==> config.mk <==
export PLATFORM = sky130hd
export DESIGN_NAME = knn_dist_col
export DESIGN_NICKNAME = d
export VERILOG_FILES = /design/src/rtl/knn_dist_col.sv
export SDC_FILE = /design/constraint.sdc
export NUM_CORES = 1
export LEC_CHECK = 0
export BUFFER_PORTS_ARGS = -buffer_cell sky130_fd_sc_hd__buf_2
export CORE_MARGIN = 5
export CORE_UTILIZATION = 35
export CTS_CLUSTER_DIAMETER = 200
export DETAILED_ROUTE_END_ITERATION = 8
export PLACE_DENSITY_LB_ADDON = 0.3
export RECOVER_POWER = 25
export SKIP_CTS_REPAIR_TIMING = 1
export SLEW_MARGIN = 20
export SYNTH_ARGS = -nofsm -noshare
export SYNTH_HDL_FRONTEND = slang
export SYNTH_HIERARCHICAL = 1
export SYNTH_SLANG_ARGS = --single-unit
==> constraint.sdc <==
create_clock -name clk -period 4.8 [get_ports clk]
set_input_delay 0.48 -clock clk [delete_from_list [all_inputs] [get_ports clk]]
set_output_delay 0.48 -clock clk [all_outputs]
set_load 0.1 [all_outputs]
==> src/rtl/knn_dist_col.sv <==
// knn_dist_col: one distance column of the kNN array.
// It holds one reference vector and its label. Each query passes through a
// VECT_LEN-stage accumulate pipeline, one element per stage. The result is
// a saturated L1 or L2 distance. Each accepted query is also re-registered
// so it can feed the next column.
// Build option: define KNN_DIST_L2_EN to honour metric_sel (squared-difference
// datapath); otherwise the column is L1-only and no multipliers are built.

// Per-stage datapath: |q-r| (or its square), added into the running sum with saturation.
module knn_dist_term #(
  parameter int WORD_LEN = 6,
  parameter int SUM_LEN  = 10
) (
  input  logic [WORD_LEN-1:0] q,
  input  logic [WORD_LEN-1:0] r,
  input  logic                metric,
  input  logic [SUM_LEN-1:0]  sum_in,
  output logic [SUM_LEN-1:0]  sum_out
);
  localparam int TW = 2*WORD_LEN;
  // One spare bit above the wider operand so the add cannot wrap before the clamp.
  localparam int AW = ((SUM_LEN > TW) ? SUM_LEN : TW) + 1;
  localparam logic [AW-1:0] SAT = {{(AW-SUM_LEN){1'b0}}, {SUM_LEN{1'b1}}};

  logic [WORD_LEN-1:0] d;
  logic [TW-1:0]       dw;
  logic [TW-1:0]       term;
  logic [AW-1:0]       acc;

`ifndef KNN_DIST_L2_EN
  logic unused_metric;
  assign unused_metric = metric;
`endif

  // Absolute difference, selected term, then a clamped add (a saturated sum stays saturated).
  always_comb begin
    d  = (q >= r) ? (q - r) : (r - q);
    dw = {{WORD_LEN{1'b0}}, d};
`ifdef KNN_DIST_L2_EN
    term = metric ? (dw * dw) : dw;
`else
    term = dw;
`endif
    acc     = AW'(sum_in) + AW'(term);
    sum_out = (acc > SAT) ? {SUM_LEN{1'b1}} : acc[SUM_LEN-1:0];
  end
endmodule

module knn_dist_col #(
  parameter int VECT_LEN = 4,
  parameter int WORD_LEN = 6,
  parameter int SUM_LEN  = 10,
  parameter int LBL_LEN  = 10
) (
  input  logic                         clk,
  input  logic                         rst_n,
  input  logic                         ld_en,
  input  logic [VECT_LEN*WORD_LEN-1:0] ld_vec,
  input  logic [LBL_LEN-1:0]           ld_lbl,
  output logic                         ld_ack,
  output logic                         loaded,
  input  logic                         metric_sel,
  input  logic                         in_valid,
  output logic                         in_ready,
  input  logic [VECT_LEN*WORD_LEN-1:0] in_vec,
  output logic                         pass_valid,
  output logic [VECT_LEN*WORD_LEN-1:0] pass_vec,
  output logic                         out_valid,
  input  logic                         out_ready,
  output logic [SUM_LEN-1:0]           out_sum,
  output logic [LBL_LEN-1:0]           out_lbl
);
  localparam int VEC_W = VECT_LEN*WORD_LEN;

  logic [VEC_W-1:0]                 ref_vec;
  logic [LBL_LEN-1:0]               lbl;
  // vld_pipe[k] = stage k valid for k < VECT_LEN; vld_pipe[VECT_LEN] is the output register.
  logic [VECT_LEN:0]                vld_pipe;
  logic [VECT_LEN-1:0]              met_pipe;
  logic [VECT_LEN-1:0][VEC_W-1:0]   qry_pipe;
  logic [VECT_LEN:0][SUM_LEN-1:0]   sum_pipe;
  logic [VECT_LEN-1:0][SUM_LEN-1:0] sum_nxt;
  logic                             stall;
  logic                             empty;
  logic                             ld_go;
  logic                             accept;

  // A pending load blocks queries so the pipeline can drain before the reference changes.
  assign stall     = vld_pipe[VECT_LEN] && !out_ready;
  assign empty     = ~|vld_pipe;
  assign ld_go     = ld_en && empty;
  assign in_ready  = loaded && !stall && !ld_en;
  assign accept    = in_valid && in_ready;
  assign out_valid = vld_pipe[VECT_LEN];
  assign out_sum   = sum_pipe[VECT_LEN];
  assign out_lbl   = lbl;

  // Each stage reads only its own element; the query is still carried whole.
  logic unused_bits;
  assign unused_bits = ^{qry_pipe, met_pipe[VECT_LEN-1]};

  for (genvar k = 0; k < VECT_LEN; k++) begin : g_stage
    logic [WORD_LEN-1:0] q_k;
    logic                m_k;
    logic [SUM_LEN-1:0]  s_k;
    logic [SUM_LEN-1:0]  s_out;
    if (k == 0) begin : g_head
      assign q_k = in_vec[0 +: WORD_LEN];
      assign m_k = metric_sel;
      assign s_k = '0;
    end else begin : g_body
      assign q_k = qry_pipe[k-1][k*WORD_LEN +: WORD_LEN];
      assign m_k = met_pipe[k-1];
      assign s_k = sum_pipe[k-1];
    end
    knn_dist_term #(.WORD_LEN(WORD_LEN), .SUM_LEN(SUM_LEN)) u_term (
      .q(q_k), .r(ref_vec[k*WORD_LEN +: WORD_LEN]), .metric(m_k),
      .sum_in(s_k), .sum_out(s_out)
    );
    assign sum_nxt[k] = s_out;
  end

  // Reference/label capture; a load only lands while the pipeline is empty.
  always_ff @(posedge clk or negedge rst_n) begin
    if (!rst_n) begin
      ref_vec <= '0;
      lbl     <= '0;
      loaded  <= 1'b0;
      ld_ack  <= 1'b0;
    end else begin
      ld_ack <= ld_go;
      if (ld_go) begin
        ref_vec <= ld_vec;
        lbl     <= ld_lbl;
        loaded  <= 1'b1;
      end
    end
  end

  // Accumulate pipeline, output register and pass-through; all of them freeze together while stalled.
  always_ff @(posedge clk or negedge rst_n) begin
    if (!rst_n) begin
      vld_pipe   <= '0;
      met_pipe   <= '0;
      qry_pipe   <= '0;
      sum_pipe   <= '0;
      pass_valid <= 1'b0;
      pass_vec   <= '0;
    end else if (!stall) begin
      vld_pipe    <= {vld_pipe[VECT_LEN-1:0], accept};
      met_pipe[0] <= metric_sel;
      qry_pipe[0] <= in_vec;
      for (int k = 1; k < VECT_LEN; k++) begin
        met_pipe[k] <= met_pipe[k-1];
        qry_pipe[k] <= qry_pipe[k-1];
      end
      sum_pipe[VECT_LEN-1:0] <= sum_nxt;
      sum_pipe[VECT_LEN]     <= sum_pipe[VECT_LEN-1];
      pass_valid <= accept;
      pass_vec   <= in_vec;
    end
  end
endmodule
==> results of run 1 <==
==> through the flow <==
step | instances | setup slack (ns) | cell area, um^2 | hold WS (ns)
6_report | 1218 | 0.719 | 9980 | 0.284
5_1_grt | 1218 | 0.356 | 9980 | 0.272
4_1_cts | 1218 | 0.697 | 9990 | 0.197
3_5_place_dp | 1186 | 0.726 | 9400 | 0.470
3_3_place_gp | 1186 | 0.761 | 9400 | 0.472
2_1_floorplan | 800 | 0.897 | 8790 | 0.184
==> flip-flops by register name (all words and copies together) (netlist names) <==
signal / flops
g_stage.q_k: 18
g_stage.s_k: 30
ld_ack: 1
loaded: 1
out_lbl: 10
out_sum: 10
qry_pipe: 24
ref_vec: 24
sum_pipe: 10
vld_pipe: 5
==> critical path, delay by kind of cell (launching register included) <==
family | cells | cell delay [ns]
multiplexers | 2 | 0.68
buffers and inverters | 2 | 0.12
flip-flops | 1 | 0.39
adder cells (fa/ha/maj) | 3 | 0.98
AO/OA/AOI/OAI | 5 | 1.14
AND/OR/NAND/NOR | 4 | 0.64
==> path summary, 6_finish.rpt <==
path	end	slack, ns	depth (start not counted)
setup reg to reg	g_stage[3].s_k[3]$_DFFE_PN0N_	0.72	16
hold / removal	vld_pipe[0]$_DFFE_PN0N_	0.28	2
hold reg to reg	vld_pipe[4]$_DFFE_PN0N_	0.49	1
min in group asynchronous	out_sum[6]$_DFFE_PN0N_	0.77	1
max in group asynchronous	g_stage[1].s_k[4]$_DFFE_PN0N_	2.48	2
setup / recovery	g_stage[3].s_k[3]$_DFFE_PN0N_	0.72	16
==> cells in the final DEF (no fill, tap or decap), types with 6 or more instances in the layout <==
cell / instances
a21o_1: 12
a21oi_1: 20
and3_1: 8
buf_2: 110
clkbuf_16: 17
clkinv_4: 6
conb_1: 21
dfrtp_1: 133
fa_1: 12
ha_1: 68
inv_1: 73
mux2_2: 109
mux2_4: 28
mux2i_1: 20
nand2_1: 46
nand2b_1: 17
nand3_1: 12
nand4_1: 12
nor2_1: 29
nor2b_1: 8
nor3_1: 12
o21ai_0: 20
o21bai_1: 8
xnor2_1: 20
xor2_1: 16
==> routing by layer <==
layer / up-vias / wire length, um / share of wire [%] / global-route usage, %
li1: 2827 / - / - / -
met1: 2714 / 7230 / 46 / 14.8
met2: 118 / 7580 / 48 / 19.4
met3: 15 / 858 / 5.4 / 3.17
met4: 2 / 180 / 1.1 / 3.49
met5: - / 7 / 0.044 / 0
==> final cells by class <==
class	instances	area, um^2	share of cell area, %
multi-input cells	542	4810	48.2
clock inverters	14	155	1.55
well taps	324	405	4.06
clock buffers	18	429	4.30
flip-flops and latches	133	3330	33.3
inverters	73	274	2.75
repair buffers	114	578	5.79
==> reports/qor.csv, run 1 <==
stage,metric,value,unit
route,Final ANT Viol Nets,0,
worst_setup_path,Critical Path RT,5.09,ns
clock_tree,Sink Count,133,
worst_setup_path,CP max stage delay,0.43,ns
worst_setup_path,CP arrival,4.37,ns
yosys,Cells after Synth,780,
yosys,Syn Area/Cell,11.2,um^2
sta,min Tclk post-route,4.08,ns
cells_and_area,Layout area overhead,14.5,%
placed_design,RD Place Congestion,0.800,
sta,Setup Skew,0.0115,ns
run_status,failing checks,"capacitance limit, slew limit",
worst_setup_path,Setup crit end kind,register,
clock_tree,H-tree depth,4,
die,Core Region,24500,um^2
global_routing,largest net degree at the start of global routing,96,
worst_setup_path,CP Max Fanout,8,
yosys,Synth Cell Area,8720,um^2
sta,final setup fails,0,
route,vias per cell,4.66,
worst_setup_path,crit path launch,g_stage[2].q_k[0]$_DFFE_PN0N_,
placed_design,hpwl dp,11.7,mm
global_routing,gr ovfl total,0,
clock_tree,"Clk Latency, worst-skew pair",0.41,ns
cells_and_area,Inserted Diodes,0,
clock_tree,clock buffer depth,2,
sta,Fin. Hold Viols,0,
worst_setup_path,slowest CP cell,fa_1,
global_routing,vias in the first global route,5828,
placed_design,Port Buf Inserts,111,
sta,Slew HR,-58.4,%
die,Starting Density,35.6,%
route,DR vias,5676,
worst_setup_path,Reg2Reg Launch Point,g_stage[2].q_k[0]$_DFFE_PN0N_,
die,Die H,168,um
worst_setup_path,Startpoint Class,register,
die,I/O pin cnt,113,
route,1st-iter DRT viols,303,
sta,RSZ-0062 raised after global routing,false,
worst_setup_path,Setup Crit Path Kind,reg2reg,
die,row count,57,
run_status,status,"complete, but fails checks",
sta,fmax,0.245,GHz
hold_path,HP Start,in_valid,
cells_and_area,Finished Core Util,40.8,%
global_routing,GR Util All Layers,11.6,%
clock_tree,Root Buffer,clkbuf_16,
hold_path,Hold WC Path Type,in2reg,
clock_tree,CTS Buf Count,17,
cells_and_area,Final Net Count,1025,
route,DRC viols,0,
flow_run,MaxCap Viol Count,1,
sta,Setup TNS,0,ns
clock_tree,CTS tree,done,
sta,Final Cycle Share,85.0,%
yosys,Synthesis Warnings,6,
route,Pre-antenna DRT Iters,5,
die,Die Area,28200,um^2
route,Post-Route WL,15.9,mm
sta,"Slew Viols, Final",96,
worst_setup_path,CP cell instances,inv_1 -> ha_1 -> inv_1 -> fa_1 -> nand3_1 -> nand2_1 -> o221ai_4 -> mux2_1 -> fa_1 -> a21o_1 -> a21oi_1 -> o21bai_1 -> a21oi_1 -> nand3b_1 -> nand2_1 -> mux2_2,
global_routing,first-pass GRT wire length,27.7,mm
cells_and_area,number of fill cells,2372,
cells_and_area,share of cells above drive strength 1,33.1,%
route,wire length per cell,13.0,um
global_routing,antenna violations before repair,1,
sta,worst slew pin tran,2.38,ns
clock_tree,"Reg clk slew, reported paths",0.06,ns
die,Chip Width,168,um
Power of run 1 is left out: the tool's default activity adds up to more than one toggle a clock period on the data nets, which glitch-free logic cannot reach.
==> inputs of run 2 (changes only) <==
--- a/config.mk
+++ b/config.mk
@@ -6,7 +6,7 @@
 export NUM_CORES = 1
 export LEC_CHECK = 0
 export BUFFER_PORTS_ARGS = -buffer_cell sky130_fd_sc_hd__buf_2
-export CORE_MARGIN = 5
+export CORE_MARGIN = 3
 export CORE_UTILIZATION = 35
 export CTS_CLUSTER_DIAMETER = 200
 export DETAILED_ROUTE_END_ITERATION = 8
==> run 2 against run 1 <==
Compared with the run above:
- highest routed layer is now met4
- critical path depth decreased by 13
- maximum frequency shrank 0.18%
- the run still ends with capacitance limit, slew limit left
- largest cell class unchanged
- cell area rose by 0.79%
- core utilization is 0.44 points higher
- worst hold slack improved by 0.0031 ns
- non-clock buffer count grew 2
- routed wire length down 2.0%
- register-to-register slack about the same
- global-route usage up 0.49 points
==> reports/qor.csv, run 2 (synthesis results as in run 1) <==
stage,metric,value,unit
run_status,status,"complete, but fails checks",
run_status,failing checks,"capacitance limit, slew limit",
placed_design,hpwl dp,11.6,mm
placed_design,RD Place Congestion,0.802,
die,Core Region,24400,um^2
sta,min Tclk post-route,4.09,ns
worst_setup_path,Startpoint Class,register,
cells_and_area,"most common cell after layout, fill and taps aside",dfrtp_1,
global_routing,gr ovfl total,0,
placed_design,placed cell areas,9410,um^2
worst_setup_path,Setup crit end kind,primary output,
global_routing,first-pass GRT wire length,26.6,mm
route,vias per cell,4.64,
sta,RSZ-0062 raised after global routing,false,
clock_tree,CTS tree,done,
worst_setup_path,CP arrival,3.61,ns
global_routing,antenna violations before repair,0,
route,Post-Route WL,15.6,mm
sta,fmax,0.245,GHz
sta,hold_ws,0.288,ns
flow_run,MaxCap Viol Count,2,
die,Die H,164,um
route,Pre-antenna DRT Iters,4,
clock_tree,"Clk Latency, worst-skew pair",0.42,ns
cells_and_area,most frequent cells in the layout,"dfrtp_1, buf_2, mux2_2",
cells_and_area,Largest register FFs,30,
cells_and_area,Finished Core Util,41.2,%
worst_setup_path,R2R depth,16,
hold_path,worst hold endpoint,ref_vec[5]$_DFFE_PN0P_,
cells_and_area,Layout area overhead,15.4,%
cells_and_area,finished layout cell area,10100,um^2
sta,Fin. Hold Viols,0,
cells_and_area,share of cells above drive strength 1,32.6,%
route,wire length per cell,12.7,um
global_routing,largest net degree at the start of global routing,60,
clock_tree,Root Buffer,clkbuf_16,
hold_path,HP Start,ld_vec[5],
worst_setup_path,R2R setup slack,0.73,ns
route,Final ANT Viol Nets,0,
worst_setup_path,R2R Path End,g_stage[2].s_k[6]$_DFFE_PN0N_,
die,Die Area,26800,um^2
sta,Setup TNS,0,ns
sta,final setup fails,0,
clock_tree,clock buffer depth,2,
worst_setup_path,Reg2Reg Launch Point,g_stage[1].q_k[0]$_DFFE_PN0N_,
clock_tree,CTS Buf Count,17,
global_routing,GR Util All Layers,12.1,%
global_routing,vias in the first global route,5643,
clock_tree,"Reg clk slew, reported paths",0.06,ns
worst_setup_path,crit path launch,vld_pipe[4]$_DFFE_PN0N_,
sta,Setup Skew,0.0101,ns
route,DR vias,5666,
hold_path,Hold WC Path Type,in2reg,
die,row count,57,
route,DRC viols,0,
clock_tree,Sink Count,133,
sta,Final Cycle Share,85.2,%
worst_setup_path,Critical Path RT,4.32,ns
worst_setup_path,CP Max Fanout,36,
route,1st-iter DRT viols,237,
cells_and_area,Inserted Diodes,0,
sta,worst slew pin tran,3.02,ns
worst_setup_path,Setup Crit Path Kind,reg2out,
sta,"Slew Viols, Final",74,
hold_path,hold depth,2,
die,Starting Density,35.7,%
placed_design,Port Buf Inserts,111,
sta,Slew HR,-102,%
cells_and_area,Final Net Count,1027,
clock_tree,H-tree depth,4,
die,Chip Width,164,um
die,I/O pin cnt,113,
-- run 2: worst max-delay path, stage by stage, from the launching register on --
cell     delay (ns)
dfrtp_1        0.36
nor2b_1        2.24
nor3b_1        0.16
buf_2          0.43
-- run 2: cell type report --
cell class | count | area (um^2)
Inverter | 73 | 274
Fill cell | 2416 | 14300
Clock inverter | 11 | 221
Multi-Input combinational cell | 542 | 4780
Timing Repair Buffer | 116 | 589
Clock buffer | 21 | 460
Tap cell | 324 | 405
Sequential cell | 133 | 3330
-- run 2: how the worst max path moves through the flow --
stage                                    end
5_1_grt                             in_ready
3_5_place_dp   g_stage[2].s_k[2]$_DFFE_PN0N_
3_3_place_gp   g_stage[3].s_k[1]$_DFFE_PN0N_
2_1_floorplan                       in_ready
4_1_cts        g_stage[2].s_k[6]$_DFFE_PN0N_
6_report                            in_ready
-- run 2: per-stage QoR --
stage | cells | setup WS, ns
finish | 1220 | 0.712
global route | 1220 | 0.347
CTS | 1219 | 0.684
detailed placement | 1187 | 0.707
global placement | 1187 | 0.770
floorplan | 800 | 0.897
-- run 2: metal layers --
layer | track usage [%] | up-vias | wire length [um] | part of all wire (%)
li1 | - | 2826 | - | -
met1 | 15.1 | 2719 | 7110 | 46
met2 | 20.6 | 105 | 7500 | 48
met3 | 3.28 | 16 | 748 | 4.8
met4 | 3.65 | 0 | 198 | 1.3
met5 | 0 | - | 0 | 0
Power of run 2 is left out for the same reason.
